--- src/rtl/video_timing_measure.sv ---
// Per-frame video statistics: valid pixels, lines, min/max line length,
// overflow, frame-to-frame lock and no-signal timeout.
module video_timing_measure #(
  parameter int PIX_W         = 32,
  parameter int CNT_W         = 16,
  parameter int HS_POL        = 1,
  parameter int VS_POL        = 1,
  parameter int STABLE_FRAMES = 4,
  parameter int TIMEOUT       = 1048576
) (
  input  logic             clk,
  input  logic             rst_n,
  input  logic             clk_en,
  input  logic             hs_i,
  input  logic             vs_i,
  input  logic             valid_i,
  output logic             frame_done_o,
  output logic [PIX_W-1:0] pix_count_o,
  output logic [CNT_W-1:0] line_count_o,
  output logic [CNT_W-1:0] line_min_o,
  output logic [CNT_W-1:0] line_max_o,
  output logic             ovf_o,
  output logic             locked_o,
  output logic             no_signal_o
);

  localparam int TMR_W = $clog2(TIMEOUT);
  localparam int MW    = $clog2(STABLE_FRAMES);
  localparam logic [TMR_W-1:0] TMR_LAST   = TMR_W'(TIMEOUT - 1);
  localparam logic [MW-1:0]    MATCH_LAST = MW'(STABLE_FRAMES - 1);
  localparam logic HS_INV = (HS_POL == 0);
  localparam logic VS_INV = (VS_POL == 0);

  logic s1_hs, s1_vs, s1_valid, s2_hs, s2_vs;
  logic hs_rise, hs_fall, vs_rise, vs_fall, pix_inc;

  logic [CNT_W-1:0] line_len, line_len_nx;
  logic [PIX_W-1:0] pix, pix_nx;
  logic [CNT_W-1:0] lines, lines_nx;
  logic [CNT_W-1:0] lmin, min_nx, lmax, max_nx, frame_min;
  logic             ovf, ovf_nx, same;
  logic [MW-1:0]    match, match_nx;
  logic [TMR_W-1:0] timer;

  assign hs_rise = s1_hs & ~s2_hs;
  assign hs_fall = ~s1_hs & s2_hs;
  assign vs_rise = s1_vs & ~s2_vs;
  assign vs_fall = ~s1_vs & s2_vs;
  assign pix_inc = s1_hs & s1_valid & s1_vs;

  always_comb begin
    // NOTE: every variable gets a default first, so no path can leave one unassigned and infer a latch.
    line_len_nx = hs_rise ? '0 : line_len;
    pix_nx      = vs_rise ? '0 : pix;
    lines_nx    = vs_rise ? '0 : lines;
    min_nx      = vs_rise ? '1 : lmin;
    max_nx      = vs_rise ? '0 : lmax;
    ovf_nx      = vs_rise ? 1'b0 : ovf;
    if (pix_inc) begin
      if (&line_len_nx) ovf_nx = 1'b1;
      else              line_len_nx = line_len_nx + 1'b1;
      if (&pix_nx) ovf_nx = 1'b1;
      else         pix_nx = pix_nx + 1'b1;
    end
    // A line closing on the same edge as the frame is folded in before the frame latches.
    if (hs_fall && s2_vs) begin
      if (&lines_nx) ovf_nx = 1'b1;
      else           lines_nx = lines_nx + 1'b1;
      if (line_len < min_nx) min_nx = line_len;
      if (line_len > max_nx) max_nx = line_len;
    end
    frame_min = (lines_nx == '0) ? '0 : min_nx;
    same = ({pix_nx, lines_nx, frame_min, max_nx} ==
            {pix_count_o, line_count_o, line_min_o, line_max_o}) && !ovf_nx;
    match_nx = '0;
    if (same) match_nx = (match == MATCH_LAST) ? MATCH_LAST : match + 1'b1;
  end

  always_ff @(posedge clk) begin
    if (!rst_n) begin
      s1_hs        <= 1'b0;
      s1_vs        <= 1'b0;
      s1_valid     <= 1'b0;
      s2_hs        <= 1'b0;
      s2_vs        <= 1'b0;
      line_len     <= '0;
      pix          <= '0;
      lines        <= '0;
      lmin         <= '1;
      lmax         <= '0;
      ovf          <= 1'b0;
      match        <= '0;
      timer        <= '0;
      frame_done_o <= 1'b0;
      pix_count_o  <= '0;
      line_count_o <= '0;
      line_min_o   <= '0;
      line_max_o   <= '0;
      ovf_o        <= 1'b0;
      locked_o     <= 1'b0;
      no_signal_o  <= 1'b0;
    end else begin
      // NOTE: state uses non-blocking assignments so every register sees pre-edge values.
      frame_done_o <= 1'b0;
      if (clk_en) begin
        s1_hs    <= hs_i ^ HS_INV;
        s1_vs    <= vs_i ^ VS_INV;
        s1_valid <= valid_i;
        s2_hs    <= s1_hs;
        s2_vs    <= s1_vs;
        line_len <= line_len_nx;
        pix      <= pix_nx;
        lines    <= lines_nx;
        lmin     <= min_nx;
        lmax     <= max_nx;
        ovf      <= ovf_nx;
        if (vs_fall) begin
          pix_count_o  <= pix_nx;
          line_count_o <= lines_nx;
          line_min_o   <= frame_min;
          line_max_o   <= max_nx;
          ovf_o        <= ovf_nx;
          frame_done_o <= 1'b1;
          match        <= match_nx;
          locked_o     <= (match_nx == MATCH_LAST);
        end
        // Timeout takes priority over any lock update on the same edge.
        if (vs_rise) begin
          timer       <= '0;
          no_signal_o <= 1'b0;
        end else if (timer == TMR_LAST) begin
          no_signal_o <= 1'b1;
          locked_o    <= 1'b0;
          match       <= '0;
        end else begin
          timer <= timer + 1'b1;
        end
      end
    end
  end

endmodule

--- config.mk ---
export PLATFORM = sky130hd
export DESIGN_NAME = video_timing_measure
export DESIGN_NICKNAME = d
export VERILOG_FILES = /design/src/rtl/video_timing_measure.sv
export SDC_FILE = /design/constraint.sdc
export NUM_CORES = 1
export LEC_CHECK = 0
export ABC_AREA = 1
export CORE_UTILIZATION = 54
export DETAILED_ROUTE_END_ITERATION = 7
export GPL_TIMING_DRIVEN = 0
export PLACE_DENSITY = 0.77
export SLEW_MARGIN = 20
export SYNTH_ARGS = -nofsm -noshare
export SYNTH_HDL_FRONTEND = slang
export SYNTH_SLANG_ARGS = --single-unit
export TNS_END_PERCENT = 20
--- constraint.sdc ---
create_clock -name clk -period 3.6 [get_ports clk]
set_input_delay 0.72 -clock clk [delete_from_list [all_inputs] [get_ports clk]]
set_output_delay 0.72 -clock clk [all_outputs]
set_load 0.05 [all_outputs]
==> results of run 1 <==
[critical path: cells and delay by family, from the launching register on]
kind / cells / cell delay (ns)
fa+ha+maj: 1 / 0.28
buf+inv: 7 / 0.79
compound gates: 2 / 0.21
simple gates: 21 / 2.01
flops: 1 / 0.36
[worst max path at each step]
| stage | endpoint | slack (ns) | from | cells after the start |
|---|---|---|---|---|
| 2_1_floorplan | match[1] | 0.05 | s1_vs | 27 |
| 3_5_place_dp | match[1] | -1.55 | s1_vs | 31 |
| 3_3_place_gp | match[1] | -1.43 | s1_vs | 32 |
| 6_report | match[1] | -0.13 | s1_vs | 31 |
| 4_1_cts | match[1] | -0.12 | s1_vs | 31 |
| 5_1_grt | locked_o | -0.38 | s1_vs | 31 |
[stage by stage]
| stage | util, % | worst slack [ns] |
|---|---|---|
| finish | 69.0 | -0.130 |
| global route | 69.0 | -0.382 |
| CTS | 66.2 | -0.120 |
| detailed placement | 60.4 | -1.55 |
| global placement | 60.4 | -1.43 |
| floorplan | - | 0.0514 |
[flip-flops by register name (all words and copies together), names as in the netlist, 2 cells and up]
name and count:
line_count_o 16, line_max_o 16, match 2, line_len 16
pix_count_o 32, pix 32, lines 16, lmax 16
lmin 16, timer 20, line_min_o 16
[kinds of logic after synthesis]
family	count (synthesis)
AO/OA/AOI/OAI	401
XOR/XNOR	24
adder cells (fa/ha/maj)	34
buffers and inverters	357
flip-flops	208
AND/OR/NAND/NOR	1058
[area by class of cell]
type / instances / area, µm² / share of cell area, %
Buffer: 85 / 541 / 3.34
Multi-Input combinational cell: 1517 / 8020 / 49.6
Clock buffer: 35 / 713 / 4.40
Timing Repair Buffer: 128 / 1240 / 7.66
Sequential cell: 208 / 4170 / 25.8
Inverter: 272 / 1030 / 6.34
Tap cell: 319 / 399 / 2.47
Clock inverter: 5 / 77.6 / 0.479
[per-layer routing]
metal	part of all wire, %	track usage (%)
met4	6.0	20.0
met3	8.1	5.40
met5	0	0
met2	45	60.3
met1	41	46.3
[cell usage after synthesis, drive strengths merged, types with 14 or more instances]
cell / instances
nand3b: 28
a21oi: 157
xor2: 14
o21ai: 211
inv: 268
dfxtp: 208
nor2: 234
nand2: 551
ha: 34
clkbuf: 62
nand3: 195
buf: 23
nor3: 26
[what timing repair did]
action / 4_1_cts / 5_1_grt
resized for setup: 118 / 132
buffers inserted: 24 / 10
cloned: 1 / 4
pin swaps: 30 / 44
setup endpoints to repair: 66 / 8
[power by group through the flow]
stage               Sequential, mW  Combinational, mW  Clock [mW]
finish                        2.45               1.04        2.51
CTS                           2.45              0.939        2.52
floorplan                     2.54              0.548           0
global placement              2.49              0.847           0
detailed placement            2.49              0.861           0
global route                  2.46               1.13        2.61
==> reports/metrics.cfg, run 1 <==
[sta]
post-route-period-util_pct = 104
slew_headroom_pct = 26.8
hold_viol_final = 0
skew_ns = 0.0101
tns_ns = -0.298
tightestPinTransition_ns = 1.09
setup_violations = 3
setup_ws_ns = -0.130
slew_violations = 0
maxClockFrequency_mhz = 268
grt_setup_unrepaired = true
layout_min_cycle_time_ns = 3.73
timing.hold.ws_ns = 0.450

[synthesis]
synth_compound_area_share_pct = 16.3
synth_top_family_by_area = simple AND/OR/NAND/NOR gates
syn_nets = 2122
avgSynthCellArea_um2 = 6.19
synthAdderAreaFrac_pct = 3.30
synthesis.instances = 2082
synth-main-ff-cell = dfxtp_1
synth.area.top_cells = dfxtp_1 (32%), nand2_1 (16%), o21ai_0 (8.0%)
syn_area_um2 = 12900
synth_mux_area_share_pct = 0
synth_cell_type_count = 45
synth_xor_area_share_pct = 1.63
synth_edf_count = 0
synth_top_cell_by_area = dfxtp_1
ys_ff_latch = 208
yosysSeqAreaShare_pct = 32.3
synthArstFlopShare_pct = 0
ys_warn_count = 0
synth_top_area_share_pct = 32.3
synthSimpleGateAreaFrac_pct = 35.6

[pwr]
p_switching_mw = 1.77
pwr-share-clk_pct = 41.8
power_frac_comb_pct = 17.4
power.internal_mw = 4.23
ir_drop_mv = 0.369
power.leakage_nw = 6.84
power_switching_share_pct = 29.5
power_density_nw_per_um2 = 371
power.total_mw = 6.00
seq_power_share_pct = 40.8

[worst_hold_path]
holdPathStages = 1
hp-start = timer[18]
whs_endpoint = timer[18]
holdCritPathClass = reg2reg

[route]
first_iter_violations = 1383
drtAntennaViolNets = 0
post_drt_wl_per_cell_um = 17.8
vias = 14459
drt_wl_total_mm = 45.8
via_per_inst = 5.63
drt_first_pass_iters = 5
drc_errors = 0

[final_layout]
syn_to_final_growth_pct = 25.6
diodes = 0
fin_cells = 2569
num-nets-final = 2277
drive_gt1_share_pct = 12.2
final_cell_area_um2 = 16200
final_cell_mix = nand2_1 (508), inv_1 (257), dfxtp_1 (206)
fill_cells = 2045
final_common_cell = nand2_1

[clocking]
numCtsBuffers = 25
insertion_delay_ns = 0.53
cts_tree = done
root_buffer = clkbuf_16
cts_hold_buffers = 0
path_clk_slew_ns = 0.06
htreeDepth = 1
clock-sinks = 208
cts_max_path_buffers = 3

[global_routing]
first_global_vias = 13197
grt_pass1_wl_mm = 69.6
grt_max_degree = 12
overflow = 0
grt.total_usage_pct = 36.7
antenna_found_initial = 0

[setup_path]
rr_endpoint = match[1]
slowest_stage = dfxtp_4
critPathKind = reg2reg
cp.required_ns = 4.06
crit_top_cell = nand2_1
max_stage_delay_ns = 0.36
critPathLaunchType = flip-flop
r2r_slack_ns = -0.13
end_kind = flip-flop
reg2reg_depth = 31
worstPathMaxFanout = 5
cp.arrival_ns = 4.19
rr_startpoint = s1_vs

[floorplanning]
io_pins = 90
dieArea_um2 = 24500
coreArea_um2 = 23500
die_x_um = 156
die_h_um = 156
num_rows = 56
initial_core_util_pct = 54.9

[place]
place_inst = 2490
io_buffers = 89
dpl_cell_area_um2 = 14200
hpwl_mm = 33.2
gp_congestion = 0.999

[flow_run]
maxCapViolations = 0

[status]
violations = negative setup slack
status = finished, violations left

Note: power is estimated with default switching activity, not from simulation.
==> run 2: changes to the inputs <==
--- a/config.mk
+++ b/config.mk
@@ -6,12 +6,12 @@
 export NUM_CORES = 1
 export LEC_CHECK = 0
 export ABC_AREA = 1
-export CORE_UTILIZATION = 54
+export CORE_UTILIZATION = 60
 export DETAILED_ROUTE_END_ITERATION = 7
 export GPL_TIMING_DRIVEN = 0
-export PLACE_DENSITY = 0.77
+export PLACE_DENSITY = 0.81
 export SLEW_MARGIN = 20
 export SYNTH_ARGS = -nofsm -noshare
 export SYNTH_HDL_FRONTEND = slang
 export SYNTH_SLANG_ARGS = --single-unit
-export TNS_END_PERCENT = 20
+export TNS_END_PERCENT = 5
==> constraint.sdc (replaced) <==
create_clock -name clk -period 3.8 [get_ports clk]
set_input_delay 0.76 -clock clk [delete_from_list [all_inputs] [get_ports clk]]
set_output_delay 0.76 -clock clk [all_outputs]
set_load 0.05 [all_outputs]
==> run 2 against run 1 <==
The flow now finishes without violations. Clock power up 3%. Critical path type unchanged. Non-clock buffer count down 19. Combinational power down 12%. Via count down 0.30%. Final area down 3.5%. Setup slack better by 0.14 ns. Critical endpoint is now locked_o. Count of clock-buffer cells in the layout down 3.
==> reports/metrics.cfg, run 2 (synthesis gave the netlist of run 1 again) <==
[final_layout]
drive_gt1_share_pct = 9.04
num-nets-final = 2257
diodes = 0
utilization_pct = 74.3
fin_cells = 2509
final_common_cell = nand2_1
syn_to_final_growth_pct = 21.2
largestRegisters = pix (32), pix_count_o (32), timer (20)
final_cell_mix = nand2_1 (527), inv_1 (263), dfxtp_1 (206)

[pwr]
power.total_mw = 5.82
power_density_nw_per_um2 = 372
power.leakage_nw = 6.71
ir_drop_mv = 0.333

[global_routing]
overflow = 0
grt_use_met1_pct = 49.8
antenna_found_initial = 0
met2_usage_pct = 64.4
grt-busiest-layer = met2
grt_util_met3_pct = 4.97
first_global_vias = 13036
grt.total_usage_pct = 38.9
grt_pass1_wl_mm = 67.7
grt_max_degree = 15

[route]
drt_wl_total_mm = 43.7
vias = 14416
via_per_inst = 5.75
drc_errors = 0
first_iter_violations = 1255
drt_first_pass_iters = 6
post_drt_wl_per_cell_um = 17.4
drtAntennaViolNets = 0

[floorplanning]
dieArea_um2 = 22100
io_pins = 90
die_h_um = 149
initial_core_util_pct = 61.3
die_x_um = 149
coreArea_um2 = 21000
num_rows = 53

[setup_path]
critical_path.startpoint = s1_vs
cp.required_ns = 4.25
critPathKind = reg2reg
max_stage_delay_ns = 0.37
crit_top_cell = nand2_1
cp.arrival_ns = 4.24
slowest_stage = dfxtp_4
critPathLaunchType = flip-flop
worstPathMaxFanout = 10
rr_startpoint = s1_vs
end_kind = flip-flop

[clocking]
cts_tree = done
insertion_delay_ns = 0.53
clock-sinks = 208
path_clk_slew_ns = 0.06
root_buffer = clkbuf_16
cts_max_path_buffers = 3
htreeDepth = 1
numCtsBuffers = 24

[place]
place_inst = 2446
io_buffers = 89
gp_congestion = 1.02
dpl_worst_slack_ns = -1.44
hpwl_mm = 32.1

[worst_hold_path]
holdCritPathClass = reg2reg
hp-start = no_signal_o

[sta]
slew_headroom_pct = 31.5
slew_violations = 0
post-route-period-util_pct = 99.6
setup_ws_ns = 0.0146
skew_ns = 0.0130
grt_setup_unrepaired = true
maxClockFrequency_mhz = 264
setup_violations = 0
layout_min_cycle_time_ns = 3.79
timing.hold.ws_ns = 0.468
tightestPinTransition_ns = 1.02
hold_viol_final = 0

[flow_run]
maxCapViolations = 0

[status]
status = complete, no violations

run 2: timing repair:
action / 4_1_cts / 5_1_grt
endpoints found under the setup margin: 63 / 8
gates resized for setup: 67 / 91
buffers inserted: 7 / 11
pin swaps: 7 / 19
hold buffers: 0 / 0
gates cloned: 1 / 1
hold endpoints to repair: 0 / 0
run 2: critical path: cells and delay by family, from the launching register on:
family | cells | cell delay, ns
compound gates | 1 | 0.13
fa+ha+maj | 1 | 0.27
buf+inv | 7 | 0.79
flops | 1 | 0.37
simple gates | 22 | 2.13
run 2: cell type report:
class                           instances  area (µm²)
Tap cell                              275         344
Timing Repair Buffer                  109        1040
Fill cell                            1739        5400
Inverter                              272        1020
Buffer                                 85         513
Clock inverter                         11         173
Multi-Input combinational cell       1517        7660
Sequential cell                       208        4170
Clock buffer                           32         712
run 2: stage by stage:
stage	instance area (µm²)	TNS [ns]
floorplan	12900	0
global placement	14100	-18.21
detailed placement	14100	-22.07
CTS	15200	0
global route	15600	-0.784
finish	15600	0
run 2: final timing paths:
check	end	slack, ns	depth (start not counted)
min	no_signal_o	0.47	1
max reg2reg	locked_o	0.01	31
min reg2reg	no_signal_o	0.47	1
max	locked_o	0.01	31
run 2: power by group:
part	internal [mW]	switching, mW
Clock	1.59	0.999
Sequential	2.26	0.0622
Combinational	0.288	0.624
Total	4.13	1.69
run 2: layer usage:
metal	share of wire, %	vias to the layer above
met5	0	-
met4	5.2	0
met3	8.5	147
met2	46	698
met1	40	6558
li1	-	7013
